**src/rtl/mac_dot_sequencer.sv**
```systemverilog
// mac_dot_sequencer: operand feeder for mac_unit.
// Buffers 4-bit operand pairs in a small FIFO, clears the MAC at the start of
// each vector, issues one pair per cycle, waits out the MAC latency, then
// captures the dot-product and offers it downstream on a valid/ready handshake.
module mac_dot_sequencer #(
  parameter int unsigned DEPTH       = 4,
  parameter int unsigned MAC_LATENCY = 1,
  parameter int unsigned CNT_W       = 8
) (
  input  logic             clock,
  input  logic             reset_n,
  input  logic             in_valid,
  output logic             in_ready,
  input  logic [3:0]       in_a,
  input  logic [3:0]       in_b,
  input  logic             in_last,
  output logic [3:0]       mac_a,
  output logic [3:0]       mac_b,
  output logic             mac_clear,
  input  logic [7:0]       mac_result,
  output logic             dot_valid,
  input  logic             dot_ready,
  output logic [7:0]       dot_result,
  output logic [CNT_W-1:0] elem_count,
  output logic             busy
);

  localparam int unsigned AW = $clog2(DEPTH);
  localparam int unsigned DW = $clog2(MAC_LATENCY + 1);
  localparam logic [AW:0]      PTR_ONE    = 1;
  localparam logic [DW-1:0]    DRAIN_INIT = DW'(MAC_LATENCY);
  localparam logic [DW-1:0]    DRAIN_ONE  = 1;
  localparam logic [CNT_W-1:0] CNT_ONE    = 1;

  typedef enum logic [2:0] {
    S_IDLE,
    S_CLEAR,
    S_RUN,
    S_DRAIN,
    S_DONE
  } state_t;

  state_t state, state_d;

  // FIFO storage: {last, a, b}
  logic [8:0]  mem [DEPTH];
  logic [AW:0] wr_ptr, rd_ptr;
  logic        fifo_empty, fifo_full;
  logic        push, pop;
  logic [3:0]  head_a, head_b;
  logic        head_last;

  // Datapath next values
  logic [3:0]       mac_a_d, mac_b_d;
  logic             mac_clear_d;
  logic [CNT_W-1:0] count, count_d;
  logic [DW-1:0]    drain, drain_d;
  logic             dot_valid_d;
  logic             capture;

  assign fifo_empty = (wr_ptr == rd_ptr);
  assign fifo_full  = (wr_ptr[AW] != rd_ptr[AW]) &&
                      (wr_ptr[AW-1:0] == rd_ptr[AW-1:0]);
  assign in_ready   = !fifo_full;
  assign push       = in_valid && !fifo_full;
  assign {head_last, head_a, head_b} = mem[rd_ptr[AW-1:0]];
  assign busy       = (state != S_IDLE);

  // FIFO storage write; contents need no reset since pointers gate visibility
  always_ff @(posedge clock) begin
    if (push) begin
      mem[wr_ptr[AW-1:0]] <= {in_last, in_a, in_b};
    end
  end

  // FIFO pointers
  always_ff @(posedge clock or negedge reset_n) begin
    if (!reset_n) begin
      wr_ptr <= '0;
      rd_ptr <= '0;
    end else begin
      if (push) wr_ptr <= wr_ptr + PTR_ONE;
      if (pop)  rd_ptr <= rd_ptr + PTR_ONE;
    end
  end

  // Next-state and registered-output decode.
  // Outputs are computed for the state being entered so that mac_clear is
  // high exactly while in CLEAR and operands appear the cycle after it.
  // DRAIN holds MAC_LATENCY+1 cycles: the counter runs down MAC_LATENCY edges
  // while the MAC absorbs the last pair, and capture happens on the edge after
  // mac_result has settled.
  always_comb begin
    state_d     = state;
    pop         = 1'b0;
    mac_a_d     = '0;
    mac_b_d     = '0;
    mac_clear_d = 1'b0;
    count_d     = count;
    drain_d     = drain;
    dot_valid_d = dot_valid;
    capture     = 1'b0;
    unique case (state)
      S_IDLE: begin
        if (!fifo_empty) begin
          state_d     = S_CLEAR;
          mac_clear_d = 1'b1;
        end
      end
      S_CLEAR: begin
        count_d = '0;
        state_d = S_RUN;
      end
      S_RUN: begin
        if (!fifo_empty) begin
          pop     = 1'b1;
          mac_a_d = head_a;
          mac_b_d = head_b;
          count_d = count + CNT_ONE;
          if (head_last) begin
            state_d = S_DRAIN;
            drain_d = DRAIN_INIT;
          end
        end
      end
      S_DRAIN: begin
        if (drain == '0) begin
          capture     = 1'b1;
          dot_valid_d = 1'b1;
          state_d     = S_DONE;
        end else begin
          drain_d = drain - DRAIN_ONE;
        end
      end
      S_DONE: begin
        if (dot_ready) begin
          dot_valid_d = 1'b0;
          state_d     = S_IDLE;
        end
      end
      default: state_d = S_IDLE;
    endcase
  end

  // State, MAC interface and control registers
  always_ff @(posedge clock or negedge reset_n) begin
    if (!reset_n) begin
      state     <= S_IDLE;
      mac_a     <= '0;
      mac_b     <= '0;
      mac_clear <= 1'b0;
      count     <= '0;
      drain     <= '0;
      dot_valid <= 1'b0;
    end else begin
      state     <= state_d;
      mac_a     <= mac_a_d;
      mac_b     <= mac_b_d;
      mac_clear <= mac_clear_d;
      count     <= count_d;
      drain     <= drain_d;
      dot_valid <= dot_valid_d;
    end
  end

  // Result capture, held stable through DONE
  always_ff @(posedge clock or negedge reset_n) begin
    if (!reset_n) begin
      dot_result <= '0;
      elem_count <= '0;
    end else if (capture) begin
      dot_result <= mac_result;
      elem_count <= count;
    end
  end

endmodule

```
**config.mk**
```make
export PLATFORM = sky130hd
export DESIGN_NAME = mac_dot_sequencer
export DESIGN_NICKNAME = d
export VERILOG_FILES = /design/src/rtl/mac_dot_sequencer.sv
export SDC_FILE = /design/constraint.sdc
export NUM_CORES = 1
export LEC_CHECK = 0
export ABC_CLOCK_PERIOD_IN_PS = 5400
export CORE_ASPECT_RATIO = 1.1
export CORE_MARGIN = 10
export CORE_UTILIZATION = 57
export DETAILED_ROUTE_END_ITERATION = 7
export GPL_TIMING_DRIVEN = 0
export PLACE_DENSITY = 0.83
export SLEW_MARGIN = 40
export SYNTH_ARGS = -nofsm -noshare
export SYNTH_HDL_FRONTEND = slang
export SYNTH_SLANG_ARGS = --single-unit
```
**constraint.sdc**
```tcl
create_clock -name clock -period 5.4 [get_ports clock]
set_input_delay 1.62 -clock clock [delete_from_list [all_inputs] [get_ports clock]]
set_output_delay 1.62 -clock clock [all_outputs]
set_load 0.05 [all_outputs]
```
=== Word level (Yosys, flattened, before mapping) ===
Memory sizes are Yosys's and may differ from the RTL's.
Cells that the tools add are included.

* Output and inout bits: 28
* Register bits: 44
* Logic and storage cells: 66
* Memory bits (writable): 36
* Bits of input ports: 21
* Memories: 1

{| class="wikitable"
|+ Memory list
! name !! words !! width !! rd ports !! clocked after memory_dff !! write ports !! line !! source
|-
| mem || 4 || 9 || 1 || 0 || 1 || 46 || <nowiki>logic [8:0] mem [DEPTH];</nowiki>
|}

* Add/subtract/negate cells: 4
* Multiplexer cells: 26
* Eq/ne operators: 12
* Reductions and logical operators: 12

{| class="wikitable"
|+ Operators by type and width
! operator !! number
|-
| two-way mux 4 bit || 4
|-
| one-hot mux 8 bit (2 select lines) || 1
|-
| two-way mux 3 bit || 5
|-
| one-hot mux 3 bit (5 select lines) || 1
|-
| two-way mux 1 bit || 12
|-
| != test 2 bit, second input constant || 5
|-
| adder 8 x 1 -> 8 bit, second input constant || 1
|-
| two-way mux 8 bit || 1
|-
| adder 3 x 1 -> 3 bit, second input constant || 2
|-
| == test 3 x 2 -> 1 bit, second input constant || 2
|-
| AND reduction 3 bit || 2
|-
| nonzero test 2 bit || 3
|-
| AND reduction 5 bit || 1
|-
| one-hot mux 1 bit (2 select lines) || 2
|-
| == test 3 x 1 -> 1 bit, second input constant || 1
|-
| == test 3 bit || 1
|-
| == test 3 bit, second input constant || 1
|-
| zero test 3 bit || 1
|-
| nonzero test 3 bit || 1
|-
| == test 2 bit || 1
|-
| logical AND 1 bit || 2
|-
| AND reduction 2 bit || 1
|-
| zero test 1 bit || 1
|-
| != test 1 bit || 1
|-
| subtractor 1 bit, second input constant || 1
|}

=== Logic depth before layout (Yosys ltp) ===
Gate-level depths: netlist of run 1.

* Depth in word-level cells: 6
* Gate-level depth with buffers: 6
* Gate-level depth less buffers: 5

=== Least setup slack after synthesis of run 1 ===
No wires, ideal clock.

* Path type: register to output
* Start point: register rd_ptr[0]
* End point: output port in_ready
* Path buffers: 1
* Slack: 2.542 ns
* Data required time: 3.780 ns
* Stages on the path, launching flop included: 4
* Data arrival time: 1.238 ns
* Cells stage by stage: dfrtp_1 > buf_6 > xnor2_2 > nand3_1

* Word-level cells in the longest chain between the ends: 3

{| class="wikitable"
|+ RTL lines
! element !! line !! source
|-
| start: declaration || 47 || <nowiki>logic [AW:0] wr_ptr, rd_ptr;</nowiki>
|-
| start signal: assignment || 83 || <nowiki>if (pop) rd_ptr <= rd_ptr + PTR_ONE;</nowiki>
|-
| == test 2 bit || 63 || <nowiki>(wr_ptr[AW-1:0] == rd_ptr[AW-1:0]);</nowiki>
|-
| logical AND 1 bit || 62 || <nowiki>assign fifo_full = (wr_ptr[AW] != rd_ptr[AW]) &&</nowiki>
|-
| zero test 1 bit || 64 || <nowiki>assign in_ready = !fifo_full;</nowiki>
|-
| end: declaration || 13 || <nowiki>output logic in_ready,</nowiki>
|}

Every way passes these cells.

=== Worst setup path after layout of run 1 ===
* Start point: register state[2]
* End point: output port busy

* Word-level cells in the longest chain between the ends: 1

{| class="wikitable"
|+ RTL lines
! element !! line !! source
|-
| start: declaration || 43 || <nowiki>state_t state, state_d;</nowiki>
|-
| start signal: assignment || 156 || <nowiki>state <= state_d;</nowiki>
|-
| nonzero test 3 bit || 67 || <nowiki>assign busy = (state != S_IDLE);</nowiki>
|-
| end: declaration || 25 || <nowiki>output logic busy</nowiki>
|}

Every way passes these cells.

==> impl_metrics.ini, run 1 <==
[outcome]
status = finished, final reports clean

[sta]
worst_clock_skew_ns = 0.00603
setup_violations = 0
rsz0062_at_grt = no
slew_headroom = 0.642
hold_slack_ns = 0.508
setup_ws_ns = 1.59
slew_viol_final = 0
layout_min_cycle_time_ns = 3.81
tns_ns = 0
tightestPinTransition_ns = 0.537
fmax_ghz = 0.262
hold_viol = 0
fin_crit_sh = 0.706

[final_layout]
area_delta_synth_final_pct = 22.8
num_antenna_cells = 0
finalCoreUtilization = 0.721
layout-drive-gt1-share = 0.181
nets = 299
finalNonFillerCells = 354
stdcell_area_um2 = 4190

[global_routing]
grt_pass1_vias = 2006
grt_start_max_net_pins = 45
grt_pass1_wl_um = 9870
busiest_layer = met2
use_met3 = 0.0399
grt_util_all_layers = 0.137
grt_overflow = 0
met2_usage = 0.232
antenna_found_initial = 0
use_met1 = 0.152

[clock_tree]
cts_setup_buffers = 0
cts-htree-levels = 3
cts_made_buffers = 9
root_buffer = clkbuf_8
clk_pin_slew_ns = 0.08
cts_tree = built
cts_resized = 0
clock_path_buffers = 2
holdBufCountCts = 0
clock_sinks = 80
clock_latency_ns = 0.35

[logic_synthesis]
postSynthCellCount = 213
synth_xor_area_frac = 0.0323
ys.flop_type = dfrtp_1
async_reset_ff_frac = 0.550
synth_edf_count = 36
synth_mux_area_frac = 0.140
ys_top_cells_by_count = dfrtp_1, edfxtp_1, mux2_2, nand2_1, and2_1
netlist.area_leader.share = 0.323
ys_ff_latch = 80
synth_area_per_cell_um2 = 16.0
synth_simple_gate_area_frac = 0.0891
yosysUniqueCellTypes = 40
syn_area_um2 = 3410
syn_nets = 240
synth_largest_area_cell = dfrtp_1
netlist_top_cells_area = dfrtp_1, edfxtp_1, mux4_1
yosysMostFrequentCell = dfrtp_1
yosysSeqAreaShare = 0.640
synth_compound_area_frac = 0.0547
synthAdderAreaFrac = 0.0220
yosys_warnings = 0
synth_top_family_by_area = multiplexers

[critical_path]
arrival_ns = 2.19
worstPathRequired_ns = 3.78
setup.worst_path.start_class = flop
path_max_fanout = 10
criticalPathCategory = reg2out
crit_path_end_kind = primary output

[power_and_ir_drop]
p_leak_nw = 1.64
powerDensity_nw_per_um2 = 599
power.total_mw = 2.51
ir_drop_mv = 0.328

[floorplan]
die_h_um = 101
dieArea_um2 = 9480
core-area_um2 = 5810
io_pins = 49
num_rows = 29
initial_core_util = 0.587
die_w_um = 93.8

[routing]
drt-initial-drc-count = 46
avgRoutedWirePerCell_um = 16.7
routed-via-count = 1928
drcViolationCount = 0
drt-pass1-iter-count = 4
drt-vias-per-instance = 5.45
ant_nets = 0
totalWireLength_um = 5910

[place]
hpwl_um = 4230
place_area_um2 = 3990
place_ws_ns = 1.96
placed_cells = 338
gp_congestion = 0.757
io_buffers = 48

[run]
max_cap_violations = 0

[worst_hold_path]
min-delay-path-class = reg2reg
-- sequential cells by signal (all words and copies together) (netlist names) --
name / cells
drain: 1
mac_a: 4
mac_clear: 1
dot_valid: 1
mac_b: 4
elem_count: 8
dot_result: 8
count: 8
wr_ptr: 3
mem: 36
rd_ptr: 3
state: 3
-- where the power goes --
part | total (mW) | internal [mW] | switching, mW
logic | 1.11 | 0.460 | 0.654
clock network | 0.443 | 0.218 | 0.225
registers | 0.951 | 0.823 | 0.128
total | 2.51 | 1.50 | 1.01
-- per-layer routing --
metal  share of wire  routed length (um)  up-vias
met3           0.062                 368        9
met1            0.41                2450      965
met2            0.50                2960       49
li1                -                   -      905
met5               0                   0        -
met4           0.023                 133        0
-- path summary, 6_finish.rpt --
path                          startpoint       endpoint  slack (ns)  cells after the start
setup / recovery                state[2]           busy        1.59                      3
hold / removal             elem_count[2]  elem_count[2]        0.51                      1
setup reg to reg               wr_ptr[1]      mem[3][5]        3.42                      3
hold reg to reg            elem_count[2]  elem_count[2]        0.51                      1
max in group asynchronous        reset_n  dot_result[2]        3.79                      1
min in group asynchronous        reset_n       count[4]        1.25                      1
-- layout make-up --
class | count | area (um^2)
plain buffers | 7 | 56.3
fillers | 385 | 1620
flip-flops and latches | 80 | 2180
multi-input cells | 121 | 1150
inverters | 5 | 18.8
clock buffers | 9 | 124
clock inverters | 7 | 78.8
well taps | 77 | 96.3
repair buffers | 48 | 478
-- worst max-delay path: stages (launching register included) --
cell and delay, ns:
dfrtp_1 0.43, buf_1 0.25, or3_1 0.44, clkdlybuf4s50_1 0.72
-- logic make-up after synthesis --
kind of cell | count (synthesis)
and+or+nand+nor | 55
DFF | 80
xor gates and xnor gates | 10
muxes | 31
buffers and inverters | 12
adders and majority gates | 6
AOI/OAI and AO/OA | 19
-- placed cells by master, fill, tap and decap left out, types with 2 or more instances in the layout --
cell type and instances:
nand3_1 4, inv_1 5, and2_1 12, ha_1 6, a21oi_1 5, inv_6 3
mux2_2 17, nor3b_1 2, buf_6 3, clkdlybuf4s50_1 47, nand2b_1 8, nand2_1 14
xor2_2 2, clkinvlp_4 3, xnor2_1 4, o21ai_0 3, dfrtp_1 44, mux2i_1 5
xor2_1 3, or3_1 4, mux4_1 9, nor2_1 4, nor3_1 2, edfxtp_1 36
clkbuf_8 9, a211oi_1 2, buf_4 3
Note: power is estimated with default switching activity, not from simulation.
==> inputs of run 2 (changes only) <==
ABC_CLOCK_PERIOD_IN_PS = 3720   (was 5400)
CORE_UTILIZATION = 54   (was 57)
PLACE_DENSITY = 0.79   (was 0.83)
clock period = 3.72 ns   (was 5.4 ns; I/O delays follow)
==> impl_metrics.ini, run 2 (synthesis gave the netlist of run 1 again) <==
[critical_path]
arrival_ns = 2.24
criticalPathCategory = reg2out
setup.worst_path.start_class = flop
reg2reg_depth = 3
cp_slowest_cell = clkdlybuf4s50_1
worstReg2RegEnd = mem[3][8]
rrSetupSlack_ns = 1.74
path_max_fanout = 10
crit_path_end_kind = primary output
cp_top_family = buffers and inverters
worstPathCellList = buf_1 > or3_1 > clkdlybuf4s50_1
worstPathRequired_ns = 2.60
slowest_delay_ns = 0.72
r2r_start = wr_ptr[1]
crit_buf_inv = 2

[worst_hold_path]
min-delay-path-class = reg2reg
worstHoldPathCells = 1
min_from = elem_count[2]
hold_end = elem_count[2]

[routing]
totalWireLength_um = 6100
ant_nets = 0
avgRoutedWirePerCell_um = 17.0
drcViolationCount = 0
drt-pass1-iter-count = 4
routed-via-count = 1951
drt-initial-drc-count = 48
drt-vias-per-instance = 5.45

[place]
hpwl_um = 4320
gp_congestion = 0.784
io_buffers = 48

[clock_tree]
holdBufCountCts = 0
clock_latency_ns = 0.37
cts-htree-levels = 3
cts_resized = 0
cts_tree = built
cts_made_buffers = 9
clk_pin_slew_ns = 0.09
cts_setup_buffers = 0
clock_path_buffers = 2
root_buffer = clkbuf_8
clock_sinks = 80

[global_routing]
grt_pass1_wl_um = 9720
grt_overflow = 0
grt_util_all_layers = 0.130
antenna_found_initial = 0
grt_start_max_net_pins = 33
grt_pass1_vias = 1980

[power_and_ir_drop]
switchingPower_mw = 1.50
power.total_mw = 3.63
ir_drop_mv = 0.424
p_leak_nw = 1.66
seq_power_share = 0.380
switching_share = 0.414
pwr-share-clk = 0.173
combPwrFrac = 0.447
powerDensity_nw_per_um2 = 863
intPower_mw = 2.12

[sta]
fmax_ghz = 0.298
setup_violations = 0
tightestPinTransition_ns = 0.533
slew_headroom = 0.645
slew_viol_final = 0
rsz0062_at_grt = no
fin_crit_sh = 0.901
hold_slack_ns = 0.511
worst_clock_skew_ns = 0.0149
hold_viol = 0
tns_ns = 0
layout_min_cycle_time_ns = 3.35

[final_layout]
largest_register_ffs = 36
layout_commonest_cell = clkdlybuf4s50_1
fillCellCount = 442
nets = 300
layout-drive-gt1-share = 0.183
mostFrequentLayoutCells = clkdlybuf4s50_1, dfrtp_1, edfxtp_1
num_antenna_cells = 0
area_delta_synth_final_pct = 23.3

[floorplan]
core-area_um2 = 6160
dieArea_um2 = 9900
initial_core_util = 0.554
die_h_um = 103
num_rows = 30
io_pins = 49
die_w_um = 95.8

[run]
max_cap_violations = 0

[outcome]
status = finished, final reports clean
==> run 2: changes by cell type in the layout (fill, tap and decap cells not counted), sizes merged <==
cell and change:
clkinvlp -3, clkinv +2, inv +2, buf +1
bufinv -1
==> run 2: cell type report <==
cell class | instances | area [um^2] | share of cell area
repair buffers | 49 | 498 | 0.118
inverters | 5 | 18.8 | 0.00446
well taps | 80 | 100 | 0.0238
clock inverters | 7 | 71.3 | 0.0170
clock buffers | 9 | 124 | 0.0295
multi-input cells | 121 | 1150 | 0.274
flip-flops and latches | 80 | 2180 | 0.519
plain buffers | 7 | 56.3 | 0.0134
==> run 2: worst max-delay path by stage <==
stage | slack (ns) | endpoint | start | depth (start not counted)
after floorplan | 1.37 | in_ready | rd_ptr[0] | 3
after global placement | 0.37 | rd_ptr[2] | reset_n | 1
after detailed placement | 0.76 | busy | state[2] | 3
after CTS | 0.36 | busy | state[2] | 3
after global routing | 0.28 | busy | state[2] | 3
final | 0.37 | busy | state[2] | 3
==> run 2: routing by layer <==
layer,part of all wire,wire length (um),track usage,vias to the layer above
met1,0.42,2560,0.152,975
li1,-,-,-,909
met5,0,0,0,-
met3,0.076,461,0.0404,12
met2,0.48,2960,0.211,55
met4,0.020,122,0.0647,0
==> run 2: power by group through the flow <==
stage	logic, mW	clock network (mW)	registers [mW]
2_1_floorplan	0.902	0	1.67
3_3_place_gp	1.60	0	1.38
3_5_place_dp	1.64	0	1.40
4_1_cts	1.64	0.633	1.38
5_1_grt	1.74	0.675	1.41
6_report	1.62	0.627	1.38
==> run 2: metrics by stage <==
step                utilization  cell area (um^2)  std cells  worst slack (ns)
CTS                       0.683              4200        358             0.356
detailed placement        0.651              4010        342             0.762
floorplan                     -              3410        213              1.37
global route              0.683              4200        358             0.279
finish                    0.683              4200        358             0.369
global placement          0.648              3990        341             0.374
